[src/rtl/shift_pkg.sv]
// Shared shift-type encoding and parameter helpers for the shift pipeline.
// Imported by shift_core and shift_pipe.
package shift_pkg;

    typedef enum logic [1:0] {
        SH_LSL = 2'b00,
        SH_LSR = 2'b01,
        SH_ASR = 2'b10,
        SH_ROR = 2'b11
    } shift_t;

    localparam int AMT_W = 8;

    function automatic logic width_ok(input int w);
        return (w >= 8) && (w <= 64) && ((w & (w - 1)) == 0);
    endfunction

endpackage

[src/rtl/shift_core.sv]
// Combinational barrel shifter with register/immediate amount decoding
// and shifter carry-out.
module shift_core
    import shift_pkg::*;
#(
    parameter int WIDTH = 32
) (
    input  logic [WIDTH-1:0] a_i,
    input  logic [AMT_W-1:0] amt_i,
    input  shift_t           type_i,
    input  logic             imm_i,
    input  logic             carry_i,
    output logic [WIDTH-1:0] y_o,
    output logic             carry_o
);

    localparam int         LW = $clog2(WIDTH);
    localparam logic [8:0] WN = 9'(WIDTH);

    logic [8:0]       n;
    logic             rrx;
    logic [LW-1:0]    m;
    logic [LW-1:0]    k;
    logic [LW-1:0]    li;
    logic [LW-1:0]    ri;
    logic [LW:0]      rsh;
    logic [WIDTH-1:0] rot;

    assign m = amt_i[LW-1:0];

    // Immediate zero re-encodes LSR/ASR as a full-width shift and ROR as RRX.
    always_comb begin
        n   = {1'b0, amt_i};
        rrx = 1'b0;
        if (imm_i) begin
            n = {{(9-LW){1'b0}}, m};
            if (m == '0) begin
                unique case (type_i)
                    SH_LSR, SH_ASR: n = WN;
                    SH_ROR:         rrx = 1'b1;
                    default:        n = '0;
                endcase
            end
        end
    end

    // Carry bit indices, meaningful only for 0 < n < WIDTH.
    assign li  = LW'(WN - n);
    assign ri  = LW'(n - 9'd1);
    assign k   = n[LW-1:0];
    assign rsh = WN[LW:0] - {1'b0, k};
    assign rot = (a_i >> k) | (a_i << rsh);

    always_comb begin
        y_o     = a_i;
        carry_o = carry_i;
        if (rrx) begin
            y_o     = {carry_i, a_i[WIDTH-1:1]};
            carry_o = a_i[0];
        end else if (n != '0) begin
            unique case (type_i)
                SH_LSL: begin
                    if (n < WN) begin
                        y_o     = a_i << n;
                        carry_o = a_i[li];
                    end else begin
                        y_o     = '0;
                        carry_o = (n == WN) & a_i[0];
                    end
                end
                SH_LSR: begin
                    if (n < WN) begin
                        y_o     = a_i >> n;
                        carry_o = a_i[ri];
                    end else begin
                        y_o     = '0;
                        carry_o = (n == WN) & a_i[WIDTH-1];
                    end
                end
                SH_ASR: begin
                    if (n < WN) begin
                        y_o     = $unsigned($signed(a_i) >>> n);
                        carry_o = a_i[ri];
                    end else begin
                        y_o     = {WIDTH{a_i[WIDTH-1]}};
                        carry_o = a_i[WIDTH-1];
                    end
                end
                SH_ROR: begin
                    if (k == '0) begin
                        y_o     = a_i;
                        carry_o = a_i[WIDTH-1];
                    end else begin
                        y_o     = rot;
                        carry_o = rot[WIDTH-1];
                    end
                end
            endcase
        end
    end

endmodule

[src/rtl/shift_pipe.sv]
// Valid/ready pipelined wrapper around shift_core: one or two register
// stages, one result per cycle, backpressure from out_ready.
module shift_pipe
    import shift_pkg::*;
#(
    parameter int WIDTH  = 32,
    parameter int STAGES = 2
) (
    input  logic             clk,
    input  logic             reset,
    input  logic             in_valid,
    output logic             in_ready,
    input  logic [WIDTH-1:0] in_a,
    input  logic [7:0]       in_amt,
    input  logic [1:0]       in_type,
    input  logic             in_imm,
    input  logic             in_carry,
    output logic             out_valid,
    input  logic             out_ready,
    output logic [WIDTH-1:0] out_y,
    output logic             out_carry
);

    if (!width_ok(WIDTH)) begin : g_bad_width
        $error("shift_pipe: WIDTH must be a power of two in 8..64");
    end
    if (STAGES != 1 && STAGES != 2) begin : g_bad_stages
        $error("shift_pipe: STAGES must be 1 or 2");
    end

    logic [WIDTH-1:0] c_a;
    logic [WIDTH-1:0] c_y;
    logic [7:0]       c_amt;
    logic [1:0]       c_type;
    logic             c_imm;
    logic             c_cin;
    logic             c_cout;
    logic             load_o;

    logic             o_v_q, o_v_d;
    logic [WIDTH-1:0] o_y_q, o_y_d;
    logic             o_c_q, o_c_d;

    shift_core #(.WIDTH(WIDTH)) u_core (
        .a_i     (c_a),
        .amt_i   (c_amt),
        .type_i  (shift_t'(c_type)),
        .imm_i   (c_imm),
        .carry_i (c_cin),
        .y_o     (c_y),
        .carry_o (c_cout)
    );

    if (STAGES == 2) begin : g_s2
        logic             s1_v_q, s1_v_d;
        logic             load1;
        logic [WIDTH-1:0] s1_a_q;
        logic [7:0]       s1_amt_q;
        logic [1:0]       s1_type_q;
        logic             s1_imm_q;
        logic             s1_c_q;

        assign load_o   = s1_v_q & (~o_v_q | out_ready);
        assign in_ready = ~reset & (~s1_v_q | load_o);
        assign load1    = in_valid & in_ready;
        assign s1_v_d   = load1 | (s1_v_q & ~load_o);

        always_ff @(posedge clk or posedge reset) begin
            if (reset) begin
                s1_v_q    <= 1'b0;
                s1_a_q    <= '0;
                s1_amt_q  <= '0;
                s1_type_q <= '0;
                s1_imm_q  <= 1'b0;
                s1_c_q    <= 1'b0;
            end else begin
                s1_v_q <= s1_v_d;
                if (load1) begin
                    s1_a_q    <= in_a;
                    s1_amt_q  <= in_amt;
                    s1_type_q <= in_type;
                    s1_imm_q  <= in_imm;
                    s1_c_q    <= in_carry;
                end
            end
        end

        assign c_a    = s1_a_q;
        assign c_amt  = s1_amt_q;
        assign c_type = s1_type_q;
        assign c_imm  = s1_imm_q;
        assign c_cin  = s1_c_q;
    end else begin : g_s1
        assign in_ready = ~reset & (~o_v_q | out_ready);
        assign load_o   = in_valid & in_ready;
        assign c_a      = in_a;
        assign c_amt    = in_amt;
        assign c_type   = in_type;
        assign c_imm    = in_imm;
        assign c_cin    = in_carry;
    end

    always_comb begin
        o_v_d = load_o | (o_v_q & ~out_ready);
        o_y_d = o_y_q;
        o_c_d = o_c_q;
        if (load_o) begin
            o_y_d = c_y;
            o_c_d = c_cout;
        end
    end

    always_ff @(posedge clk or posedge reset) begin
        if (reset) begin
            o_v_q <= 1'b0;
            o_y_q <= '0;
            o_c_q <= 1'b0;
        end else begin
            o_v_q <= o_v_d;
            o_y_q <= o_y_d;
            o_c_q <= o_c_d;
        end
    end

    // Result lanes read zero whenever no result is presented.
    assign out_valid = o_v_q;
    assign out_y     = o_v_q ? o_y_q : '0;
    assign out_carry = o_v_q & o_c_q;

endmodule

[config.mk]
export PLATFORM = sky130hd
export DESIGN_NAME = shift_pipe
export DESIGN_NICKNAME = d
export VERILOG_FILES = /design/src/rtl/shift_pkg.sv /design/src/rtl/shift_core.sv /design/src/rtl/shift_pipe.sv
export SDC_FILE = /design/constraint.sdc
export NUM_CORES = 1
export LEC_CHECK = 0
export ABC_AREA = 1
export CAP_MARGIN = 20
export CORE_MARGIN = 8
export CORE_UTILIZATION = 35
export DETAILED_ROUTE_END_ITERATION = 8
export GPL_TIMING_DRIVEN = 0
export HOLD_SLACK_MARGIN = 0.08
export SLEW_MARGIN = 20
export SYNTH_ARGS = -nofsm -noshare
export SYNTH_HDL_FRONTEND = slang
export SYNTH_SLANG_ARGS = --single-unit
[constraint.sdc]
create_clock -name clk -period 4.25 [get_ports clk]
set_clock_uncertainty 0.05 [all_clocks]
set_input_delay 0.85 -clock clk [delete_from_list [all_inputs] [get_ports clk]]
set_output_delay 0.85 -clock clk [all_outputs]
set_load 0.01 [all_outputs]
==> metrics, run 1 <==
status finished, final reports clean; GPL Wtd Cong 1.19; post-route antenna net violation count 0; Yosys warnings 0; drt pass-1 iters 6; net count after synthesis approximately 2400; Non-Filler Instances 2929; IO Count between 80 and 90; worst min-delay path class reg -> reg; Hold Path End o_y_q[30]; Worst-Skew Late Latency 0.35 ns; Total GRT Usage 0.422; min-delay src o_y_q[30]; Crit. End Element flip-flop; initial antenna violation count 2; fin crit share 0.991; filler cell count slightly below 4000; worst flop-to-flop path startpoint c_amt[4]; Buffers on Ports 82; Worst R2R Setup Slack 0.04 ns; delay-heaviest family, CP buffers and inverters; FF-to-FF End o_y_q[16]; largest net degree at the start of global routing 44; Synth Area in Simple Gates 0.523; Hold Path Cell Cnt 2; worst slew pin tran ~1.4 ns; CP Max Fanout 10; compound-cell area share of the yosys netlist 0.182; clock slew at reported path FFs around 0.070 ns; global route overflow 0; Max clock buf depth 2; largest family of logic cells by synthesized area simple AND/OR/NAND/NOR gates; DP Wirelength 72.2 mm; Hold Vio Cnt, Final 0; Yosys cell types 47; core footprint 0.0345 mm2; Worst path slowest cell clkbuf_2; CP bufs+invs 7; CTS tree built; post-synthesis average cell area 5.14 um2; ANT cells 0; initial core utilization 0.354; reg2reg path depth 17; sequential area share after synthesis 0.162; Critical Path RT between 4 and 5 ns; Adder-Cell Fraction of Synth Area 0.00513; setup bufs post-CTS 0; vias 18500; Via density 6.31; Worst EP arrival 4.41 ns; PnR worst setup slack 0.0368 ns; post-synthesis mux area share 0.00185; RSZ-0062 raised after global routing false; Max-Cap Viols 0; crit path time final 4.21 ns; Final setup viols 0; first-pass GRT wire length 126 mm; XOR/XNOR Fraction of Synth Area 0; die area between 0.04 and 0.05 mm2; final net count 2522; Power Total between 7000 and 8000 uW; CTS buffer count 9; Max Slew Vio Count 0; cell row count between 60 and 70; Die Height about 200 um; Netlist Area Pre-Place 0.0122 mm2; Iter 0 DRT Violations 3414; Root Driver clkbuf_16; Pwr Density 537 mW/mm2; Fmax ~240 MHz; CTS Sinks 79; synthesized instance count 2375; Cells after DPL 2913; WL/cell 30.7 um; share of cells above drive strength 1 0.0606; CP peak stage delay 0.38 ns; CP Cell Sequence buf_2, inv_1, buf_2, buf_2, clkbuf_2, ha_1, clkbuf_2, clkbuf_1, a21oi_1, nand2_1, nand3_1, nand2_1, nand2_1, nand2_1, nand2_1, nand2_1, nand2_1; die width 203 um; vias in the first global route 17100; startpoint class of the critical path flip-flop; Post-CTS Hold Buffers 0; Max-Slew Margin vs Limit 0.0616; H-tree Lvls 3; Area growth, synth to finish 14.2%; FF+latch count, synth 79; DRC 0; peak supply drop 0.352 mV; CP Class reg -> reg; final wirelength 89.8 mm; Final Util 0.404; Leak 0.00746 uW; Most Frequent Cell on Critical Path nand2_1; Setup WS pre-CTS -0.299 ns
==> synth_stat cells (all sizes together) <==
library cell  number  area [um2]
o31ai              2        15.0
o211a              1        10.0
nand2            964        3660
o21a               2        15.0
and2               4        25.0
o21ai            220        1110
nand4             18         113
o2bb2ai            1        8.76
a22oi              1        7.51
clkinv             1        3.75
or2                8        50.1
a31oi             11        68.8
a21oi            138         691
mux2               2        22.5
clkbuf            58         218
o221ai             3        26.3
nand3            357        1800
o211ai            32         240
nor3               3        15.0
o22ai              2        12.5
dfrtp             79        1980
nor2             150         663
ha                 5        62.6
inv              195         739
a211oi             1        7.51
buf              108         572
o311ai             1        8.76
nor4               1        6.26
nand3b             7        52.6
==> per-stage QoR <==
step	TNS [ns]	hold slack (ns)	cell area [um2]
floorplan	0	0.399	12200
global placement	-23.37	0.416	13600
detailed placement	-1.89	0.416	13600
CTS	0	0.434	13900
global route	0	0.459	13900
finish	0	0.436	13900
==> cell families (layout without fill, tap and decap cells) <==
group           Yosys count  after routing
compound gates          415            415
simple gates           1512           1512
buf+inv                 362            461
flops                    79             79
fa+ha+maj                 5              5
mux                       2              2
==> how the worst max path moves through the flow <==
stage	depth (start not counted)	from	to	slack [ns]
finish	17	c_amt[4]	o_y_q[16]	0.04
global route	17	c_amt[4]	o_y_q[16]	0.03
CTS	17	c_amt[4]	o_y_q[16]	0.06
detailed placement	17	c_amt[4]	o_y_q[23]	-0.30
global placement	5	reset	in_ready	-0.87
floorplan	3	reset	in_ready	0.56
==> registers in the layout, indices dropped and copies added (netlist names) <==
register / flops
o_c_q: 1
c_a: 32
o_y_q: 32
out_valid: 1
c_cin: 1
c_imm: 1
c_type: 2
c_amt: 8
g_s2.s1_v_q: 1
==> tightest hold or removal path, stage by stage, from the launching register on <==
cell and delay [ns]:
dfrtp_1 0.35, nand2_1 0.06, nand2_1 0.05
==> power by group <==
group          internal, uW  switching [uW]  total (uW)
Sequential              946             174        1120
Clock                   470             369         839
Combinational          1350            4170        5520
Total                  2770            4710        7480
==> placed cells by master (no fill, tap or decap), types with 4 or more instances in the layout <==
master,netlist,routed
nand2_1,958,958
nand3_1,355,355
inv_1,181,180
o21ai_0,144,143
a21oi_1,138,138
nor2_1,135,135
clkdlybuf4s50_1,0,82
dfrtp_1,79,79
o21ai_1,74,74
buf_2,67,67
clkbuf_1,58,54
o211ai_1,32,32
buf_1,26,26
nand4_1,18,18
inv_2,12,12
a31oi_1,11,11
clkbuf_16,0,9
buf_4,8,8
buf_6,7,7
nor2_4,7,7
nand3b_1,7,7
nor2_2,6,6
ha_1,5,5
and2_1,4,4
clkbuf_2,0,4
or2_2,4,4
==> what timing repair did <==
action	in CTS	in global routing
hold endpoints to repair	0	0
resized for setup	2	5
endpoints found under the setup margin	17	11
==> routing by layer <==
metal | share of wire | global-route usage
met1 | 0.38 | 0.538
met2 | 0.40 | 0.607
met3 | 0.14 | 0.120
met4 | 0.089 | 0.293
met5 | 0.00013 | 0
==> cell type report <==
type	count	area (um2)	area share
buffer	166	795	0.0570
clock buffer	9	225	0.0162
clock inverter	7	86.3	0.00620
inverter	196	746	0.0535
multi-input combinational	1934	8690	0.624
sequential	79	1980	0.142
tap	455	569	0.0409
timing repair buffer	83	841	0.0603
Power figures use the tool's default switching activity.
==> run 2: changes to the inputs <==
--- a/config.mk
+++ b/config.mk
@@ -8,10 +8,11 @@
 export ABC_AREA = 1
 export CAP_MARGIN = 20
 export CORE_MARGIN = 8
-export CORE_UTILIZATION = 35
+export CORE_UTILIZATION = 60
 export DETAILED_ROUTE_END_ITERATION = 8
 export GPL_TIMING_DRIVEN = 0
 export HOLD_SLACK_MARGIN = 0.08
+export PLACE_DENSITY = 0.81
 export SLEW_MARGIN = 20
 export SYNTH_ARGS = -nofsm -noshare
 export SYNTH_HDL_FRONTEND = slang
==> run 2 against run 1 <==
Against the previous run:
- the flow now stops in global routing (5_1_grt)
- synthesized cell count is the same
- area after synthesis is the same
==> metrics, run 2 <==
cell taking the most area after synthesis nand2_1; Post-synth top cells nand2_1 (958), nand3_1 (355), inv_1 (181), o21ai_0 (144), a21oi_1 (138); status did not finish; IO Count 83 (unchanged); DP Wirelength 51.4 mm (-29%); Die Height 159 um (-22%); Yosys warnings 0 (unchanged); GPL Wtd Cong 1.65 (+38%); synthesized instance count 2375 (unchanged); cell row count 52 (-24%); ranking of synthesized cells by area nand2_1 (29%), dfrtp_1 (16%), nand3_1 (15%); Synth Flop Type dfrtp_1; post-synth top area share 0.295 (unchanged); Post-CTS Hold Buffers 0 (unchanged); sequential area share after synthesis 0.162 (unchanged); stop err [ERROR GRT-0116] Global routing finished with congestion. Check the congestion regions in the DRC Viewer.; global route overflow 5; Max clock buf depth 2 (unchanged); FF+latch count, synth 79 (unchanged); first-pass GRT wire length 121 mm; initial core utilization 0.607 (+0.253); net count after synthesis 2428 (unchanged); setup bufs post-CTS 0 (unchanged); Cells after DPL 2728 (-6.4%); vias in the first global route between 15000 and 20000; DP Area 0.0134 mm2 (-1.7%); Yosys cell types 47 (unchanged); die width 159 um (-22%); largest net degree at the start of global routing 44; H-tree Lvls 3 (unchanged); post-cts gate resize count 0 (-2); CTS buffer count 9 (unchanged); Buffers on Ports 82 (unchanged); Netlist Area Pre-Place 0.0122 mm2 (unchanged); Root Driver clkbuf_16; asr flop ratio synth 1.00 (unchanged); Stopped at global routing (5_1_grt); post-synthesis average cell area 5.14 um2 (unchanged); top-count cell post-synth nand2_1; Total GRT Usage 0.665; Post-synth EDFFs 0 (unchanged); CTS Sinks 79 (unchanged)
==> run 2: cell counts after synthesis <==
No cell type changed its count.
==> run 2: cell families after synthesis <==
kind of cell / Yosys count / share of synthesized area
buffers and inverters: 362 / 0.126
multiplexers: 2 / 0.00185
AND/OR/NAND/NOR: 1512 / 0.523
adder cells (fa/ha/maj): 5 / 0.00513
AO/OA/AOI/OAI: 415 / 0.182
flip-flops: 79 / 0.162
==> run 2: layer usage <==
layer,global-route usage,overflow
met5,0.272,0
met3,0.612,0
met1,0.689,0
met2,0.769,2
met4,0.539,3
==> run 2: metrics by stage <==
step | hold WS (ns) | worst slack, ns
global placement | 0.412 | -0.896
CTS | 0.434 | 0.238
detailed placement | 0.417 | 0.272
floorplan | 0.399 | 0.564
==> run 3: changes to the inputs <==
--- a/config.mk
+++ b/config.mk
@@ -8,11 +8,10 @@
 export ABC_AREA = 1
 export CAP_MARGIN = 20
 export CORE_MARGIN = 8
-export CORE_UTILIZATION = 60
+export CORE_UTILIZATION = 40
 export DETAILED_ROUTE_END_ITERATION = 8
 export GPL_TIMING_DRIVEN = 0
-export HOLD_SLACK_MARGIN = 0.08
-export PLACE_DENSITY = 0.81
+export PLACE_DENSITY_LB_ADDON = 0.15
 export SLEW_MARGIN = 20
 export SYNTH_ARGS = -nofsm -noshare
 export SYNTH_HDL_FRONTEND = slang
==> run 3 against run 2 <==
Against the previous run:
- the flow now finishes without violations
==> metrics, run 3 (synthesis results as in run 1) <==
share of cells above drive strength 1 0.0611; drt pass-1 iters 9; Area growth, synth to finish 14.1%; worst slew pin tran 1.28 ns; fin crit share 0.988; min-delay src o_y_q[8]; Fmax 238 MHz; RSZ-0062 raised after global routing false; reg2reg path depth 17; Final setup viols 0; IO Count 83 (unchanged); final net count 2522; vias 18600; filler cell count 3365; Post-CTS Hold Buffers 0 (unchanged); DRC 0; Total GRT Usage 0.454; Buffers on Ports 82 (unchanged); Via density 6.48; Hold Path Cell Cnt 2; Most Frequent Cell on Critical Path nand2_1; Worst EP arrival 4.39 ns; Leak 0.00748 uW; Worst path slowest cell o21ai_1; Die Height 191 um (+20%); CTS tree built; largest net degree at the start of global routing 49; commonest non-fill, non-tap cell in the layout nand2_1; Crit. End Element flip-flop; setup TNS 0 ns; Iter 0 DRT Violations 3819; die width 191 um (+20%); DP Wirelength 67.6 mm (+32%); first-pass GRT wire length 120 mm; GPL Wtd Cong 1.18 (-28%); peak supply drop 0.308 mV; startpoint class of the critical path flip-flop; WL/cell 29.8 um; post-route antenna net violation count 0; Cells after DPL 2854 (+4.6%); Non-Filler Instances 2871; Hold Path End o_y_q[8]; worst min-delay path class reg -> reg; Power Total 7510 uW; CTS buffer count 9 (unchanged); final wirelength ~86 mm; H-tree Lvls 3 (unchanged); die area 0.0363 mm2; worst flop-to-flop path startpoint c_amt[4]; global route overflow 0; Worst-Skew Late Latency approximately 0.35 ns; Max clock buf depth 2 (unchanged); vias in the first global route 16900; Hold Vio Cnt, Final 0; status finished, final reports clean; initial antenna violation count 1; CTS Sinks 79 (unchanged); delay-heaviest family, CP buffers and inverters; CP bufs+invs 7; cell row count 64 (+23%); CP Class reg -> reg; CP peak stage delay around 0.46 ns; Worst R2R Setup Slack 0.05 ns; Pwr Density 540 mW/mm2; Critical Path RT approximately 4.4 ns; clock slew at reported path FFs 0.07 ns; FF-to-FF End o_y_q[21]; Max-Cap Viols 0; initial core utilization 0.402 (-0.205); CP Cell Sequence clkbuf_4, inv_1, buf_2, clkbuf_4, buf_6, ha_1, inv_1, clkbuf_2, nand3_1, o21ai_1, nand3_1, nand2_1, nand2_1, nand2_1, nand2_1, nand2_1, nand2_1; Root Driver clkbuf_16; crit path time final 4.20 ns; Max Slew Vio Count 0; core footprint a little over 0.03 mm2; Max-Slew Margin vs Limit 0.139; most frequent cells in the layout nand2_1 (957), nand3_1 (355), inv_1 (180); CP Max Fanout 11
[run 3: timing repair]
item | CTS | global route
gates resized for setup | 3 | 13
endpoints found under the setup margin | 33 | 23
buffers inserted | 0 | 0
[run 3: worst max path at each step]
stage,end,cells past startpoint,startpoint,slack (ns)
final,o_y_q[21],17,c_amt[4],0.05
after global routing,o_y_q[21],17,c_amt[4],0.03
after CTS,o_y_q[25],17,c_amt[4],0.04
after detailed placement,o_y_q[19],17,c_amt[4],-0.61
after global placement,in_ready,5,reset,-0.90
after floorplan,in_ready,3,reset,0.56
[run 3: layer usage]
layer | vias to the layer above | GRT usage | part of all wire
met4 | 2 | 0.305 | 0.093
met5 | - | 0 | 0.00014
met2 | 1799 | 0.643 | 0.39
met3 | 459 | 0.180 | 0.16
li1 | 7900 | - | -
met1 | 8451 | 0.558 | 0.36
[run 3: final cells by class]
class	count	area, um2	area share
Multi-Input combinational cell	1934	8690	0.625
Sequential cell	79	1980	0.142
Timing Repair Buffer	83	848	0.0610
Buffer	166	808	0.0581
Inverter	196	746	0.0536
Tap cell	396	495	0.0356
Clock buffer	9	225	0.0162
Clock inverter	6	119	0.00854
Antenna cell	2	5.00	0.000360
[run 3: worst register-to-register path: stages (launching register included)]
cell	delay, ns
dfrtp_1	0.32
clkbuf_4	0.36
inv_1	0.14
buf_2	0.27
clkbuf_4	0.30
buf_6	0.24
ha_1	0.25
inv_1	0.25
clkbuf_2	0.30
nand3_1	0.12
o21ai_1	0.46
nand3_1	0.40
nand2_1	0.14
nand2_1	0.20
nand2_1	0.13
nand2_1	0.06
nand2_1	0.06
nand2_1	0.06
[run 3: where the power goes]
part,leakage (uW),switching (uW),internal (uW),total (uW)
Combinational,0.00640,4120,1350,5470
Sequential,0.000919,163,947,1110
Clock,0.000168,355,578,933
[run 3: stage by stage]
step	hold WS, ns	utilization	area (um2)	setup WS (ns)
2_1_floorplan	0.399	-	12200	0.564
3_3_place_gp	0.412	0.445	13500	-0.895
3_5_place_dp	0.416	0.446	13500	-0.613
4_1_cts	0.433	0.458	13900	0.0384
5_1_grt	0.456	0.458	13900	0.0299
6_report	0.432	0.459	13900	0.0526
==> run 4: changes to the inputs <==
--- a/config.mk
+++ b/config.mk
@@ -7,12 +7,14 @@
 export LEC_CHECK = 0
 export ABC_AREA = 1
 export CAP_MARGIN = 20
-export CORE_MARGIN = 8
+export CORE_MARGIN = 2
 export CORE_UTILIZATION = 40
 export DETAILED_ROUTE_END_ITERATION = 8
 export GPL_TIMING_DRIVEN = 0
 export PLACE_DENSITY_LB_ADDON = 0.15
+export RECOVER_POWER = 25
 export SLEW_MARGIN = 20
 export SYNTH_ARGS = -nofsm -noshare
 export SYNTH_HDL_FRONTEND = slang
+export SYNTH_HIERARCHICAL = 1
 export SYNTH_SLANG_ARGS = --single-unit
==> run 4 against run 3 <==
Against the previous run:
- power grew 0.95%
- largest power group unchanged
- critical endpoint is now o_y_q[17]
- highest routed layer unchanged
- largest cell class unchanged
- critical path type unchanged
- non-clock buffer count is 20 higher
- setup slack better by 0.024 ns
==> metrics, run 4 <==
Area growth, synth to finish 13.4%; worst min-delay path class reg -> reg; Clk pwr share 0.117 (-0.007); IO Count 83 (unchanged); GPL Wtd Cong 1.24 (+4.6%); delay-heaviest family, CP buffers and inverters; commonest non-fill, non-tap cell in the layout nand2_1; Worst-Skew Late Latency 0.34 ns (about the same); Max Slew Vio Count 0 (unchanged); Reg power frac 0.161 (+0.013); peak supply drop 0.265 mV (-14%); Worst path slowest cell clkbuf_1; CP bufs+invs 5 (-2); Total GRT Usage 0.517 (+0.0637); Crit. End Element flip-flop; synthesized instance count 2412 (+1.6%); core footprint 0.0307 mm2 (+1.3%); Die Height 181 um (-5.0%); vias in the first global route 17600 (+4.3%); Final Util 0.462 (+0.00383); Critical Path RT 4.47 ns (+0.03 ns); CP peak stage delay 0.60 ns (+0.14 ns); CP Class reg -> reg; Fmax 240 MHz (+0.57%); Via density 6.68 (+3.0%); CP Cell Sequence buf_2, inv_1, buf_2, ha_1, clkbuf_1, clkbuf_1, a21oi_1, nand3_1, nand2_1, nand3_1, nand2_1, nand2_1, nand2_1, nand2_1, nand3_1, nand2_1; Post-CTS Hold Buffers 0 (unchanged); setup TNS 0 ns (unchanged); filler cell count 3493 (+3.8%); Netlist Area Pre-Place 0.0125 mm2 (+2.8%); net count after synthesis 2465 (+1.5%); Root Driver clkbuf_16; ranking of synthesized cells by area nand2_1 (28%), nand3_1 (19%), dfrtp_1 (16%); Max-Cap Viols 0 (unchanged); clock slew at reported path FFs 0.07 ns (about the same); setup bufs post-CTS 0 (unchanged); vias 19400 (+4.3%); Max-Slew Margin vs Limit 0.169 (+0.0300); Buffers on Ports 81 (-1.2%); crit path time final 4.17 ns (-0.0239 ns); post-route antenna net violation count 0 (unchanged); cell row count 64 (unchanged); fin crit share 0.982 (-0.00563); worst slew pin tran 1.23 ns (-0.0446 ns); Yosys cell types 40 (-15%); sequential area share after synthesis 0.158 (-0.00440); share of cells above drive strength 1 0.0649 (+0.00388); worst flop-to-flop path startpoint c_amt[4]; initial core utilization 0.408 (+0.00583); Hold Path Cell Cnt 2 (unchanged); die width 181 um (-5.0%); final net count 2558 (+1.4%); drt pass-1 iters 7 (-2); Final setup viols 0 (unchanged); startpoint class of the critical path flip-flop; most frequent cells in the layout nand2_1 (949), nand3_1 (479), a21oi_1 (135); global route overflow 0 (unchanged); Int Power 2850 uW (-0.92%); CP Max Fanout 12 (+1); Worst EP arrival 4.39 ns (about the same); Hold Path End c_amt[4]; Post-synth top cells nand2_1 (949), nand3_1 (479), a21oi_1 (137), inv_1 (113), nor2_1 (112); Synth Flop Type dfrtp_1; Hold Vio Cnt, Final 0 (unchanged); status finished, final reports clean; CTS tree built; Leak 0.00728 uW (-2.7%); switch share 0.624 (+0.00707); Most Frequent Cell on Critical Path nand2_1; WL/cell 30.0 um (+0.68%); DP Wirelength 69.3 mm (+2.4%); top-count cell post-synth nand2_1; DP Area 0.0139 mm2 (+2.4%); CTS buffer count 9 (unchanged); FF+latch count, synth 79 (unchanged); min-delay src c_amt[4]; Worst R2R Setup Slack 0.08 ns (+0.02 ns); asr flop ratio synth 1.00 (unchanged); initial antenna violation count 2 (+1); Max clock buf depth 2 (unchanged); reg2reg path depth 16 (-1); die area 0.0328 mm2 (-9.8%); Post-synth EDFFs 0 (unchanged); P_sw 4730 uW (+2.1%); CTS Sinks 79 (unchanged); Finished Cell Area 0.0142 mm2 (+2.2%); Iter 0 DRT Violations 4091 (+7.1%); post-synthesis average cell area 5.20 um2 (+1.2%); H-tree Lvls 3 (unchanged); cell taking the most area after synthesis nand2_1; post-synth top area share 0.284 (-0.0107); largest net degree at the start of global routing 59 (+20%); first-pass GRT wire length 122 mm (+2.2%); Pwr Density 533 mW/mm2 (-1.2%); Power Total 7590 uW (+0.95%); DRC 0 (unchanged); RSZ-0062 raised after global routing false; FF-to-FF End o_y_q[17]; Yosys warnings 6 (+6); final wirelength 87.2 mm (+1.9%); Logic pwr share 0.723 (-0.005)
## run 4: cell count changes in the layout (fill, tap and decap cells not counted), moves of 7 or more
cell	delta
nor2_1	-23
nand2_2	+7
nand4_1	+48
o21ai_0	-36
inv_1	-67
nand3_1	+124
nand2_1	-8
o21ai_1	-37
clkbuf_1	+14
## run 4: per-stage QoR
stage | hold WS, ns | setup WS (ns) | std cells
6_report | 0.419 | 0.0765 | 2907
2_1_floorplan | 0.387 | 0.904 | 2412
5_1_grt | 0.447 | 0.0787 | 2906
4_1_cts | 0.420 | 0.116 | 2906
3_3_place_gp | 0.405 | -0.317 | 2889
3_5_place_dp | 0.403 | -0.0536 | 2890
## run 4: power by group through the flow
| stage | Clock (uW) | Combinational, uW | Sequential, uW |
|---|---|---|---|
| 3_3_place_gp | 0 | 5000 | 1190 |
| 4_1_cts | 881 | 5010 | 1190 |
| 2_1_floorplan | 0 | 3050 | 1060 |
| 5_1_grt | 919 | 5640 | 1220 |
| 3_5_place_dp | 0 | 4990 | 1200 |
| 6_report | 885 | 5480 | 1220 |
## run 4: logic make-up (layout without fill, tap and decap cells)
family          count (synthesis)  in the layout  share of synthesized area
buf+inv                       319            417                      0.112
other cells                     0              1                          0
flops                          79             79                      0.158
mux                             3              3                    0.00239
simple gates                 1660           1660                      0.573
fa+ha+maj                       5              5                    0.00499
compound gates                346            346                      0.150
## run 4: worst max path at each step
stage	end	startpoint	cells after the start	slack, ns
4_1_cts	o_y_q[4]	c_amt[4]	17	0.12
2_1_floorplan	in_ready	reset	5	0.90
5_1_grt	o_y_q[17]	c_amt[4]	16	0.08
3_5_place_dp	o_y_q[4]	c_amt[4]	16	-0.05
3_3_place_gp	in_ready	reset	7	-0.32
6_report	o_y_q[17]	c_amt[4]	16	0.08
## run 4: metal layers
metal  global-route usage  wire length [um]  vias to the layer above
met2                0.703             32500                     1819
met5               0.0163                70                        -
met3                0.215             14300                      498
met4                0.386              8920                        4
li1                     -                 -                     8218
met1                0.646             31400                     8872
## run 4: tightest hold or removal path, stage by stage (launching register included)
cell and delay [ns]:
dfrtp_1 0.34, nand2_1 0.05, nand2_1 0.05
## run 4: final cells by class
class	count	area [um2]	area share
antenna	1	2.50	0.000176
clock buffer	9	225	0.0158
multi-input combinational	2014	9170	0.645
buffer	186	898	0.0632
timing repair buffer	83	843	0.0593
inverter	132	498	0.0350
tap	396	495	0.0348
sequential	79	1980	0.139
clock inverter	7	111	0.00783
## run 4: timing repair
item | 4_1_cts | 5_1_grt
gates resized for setup | 1 | 5
pin swaps | 0 | 0
setup endpoints to repair | 6 | 18
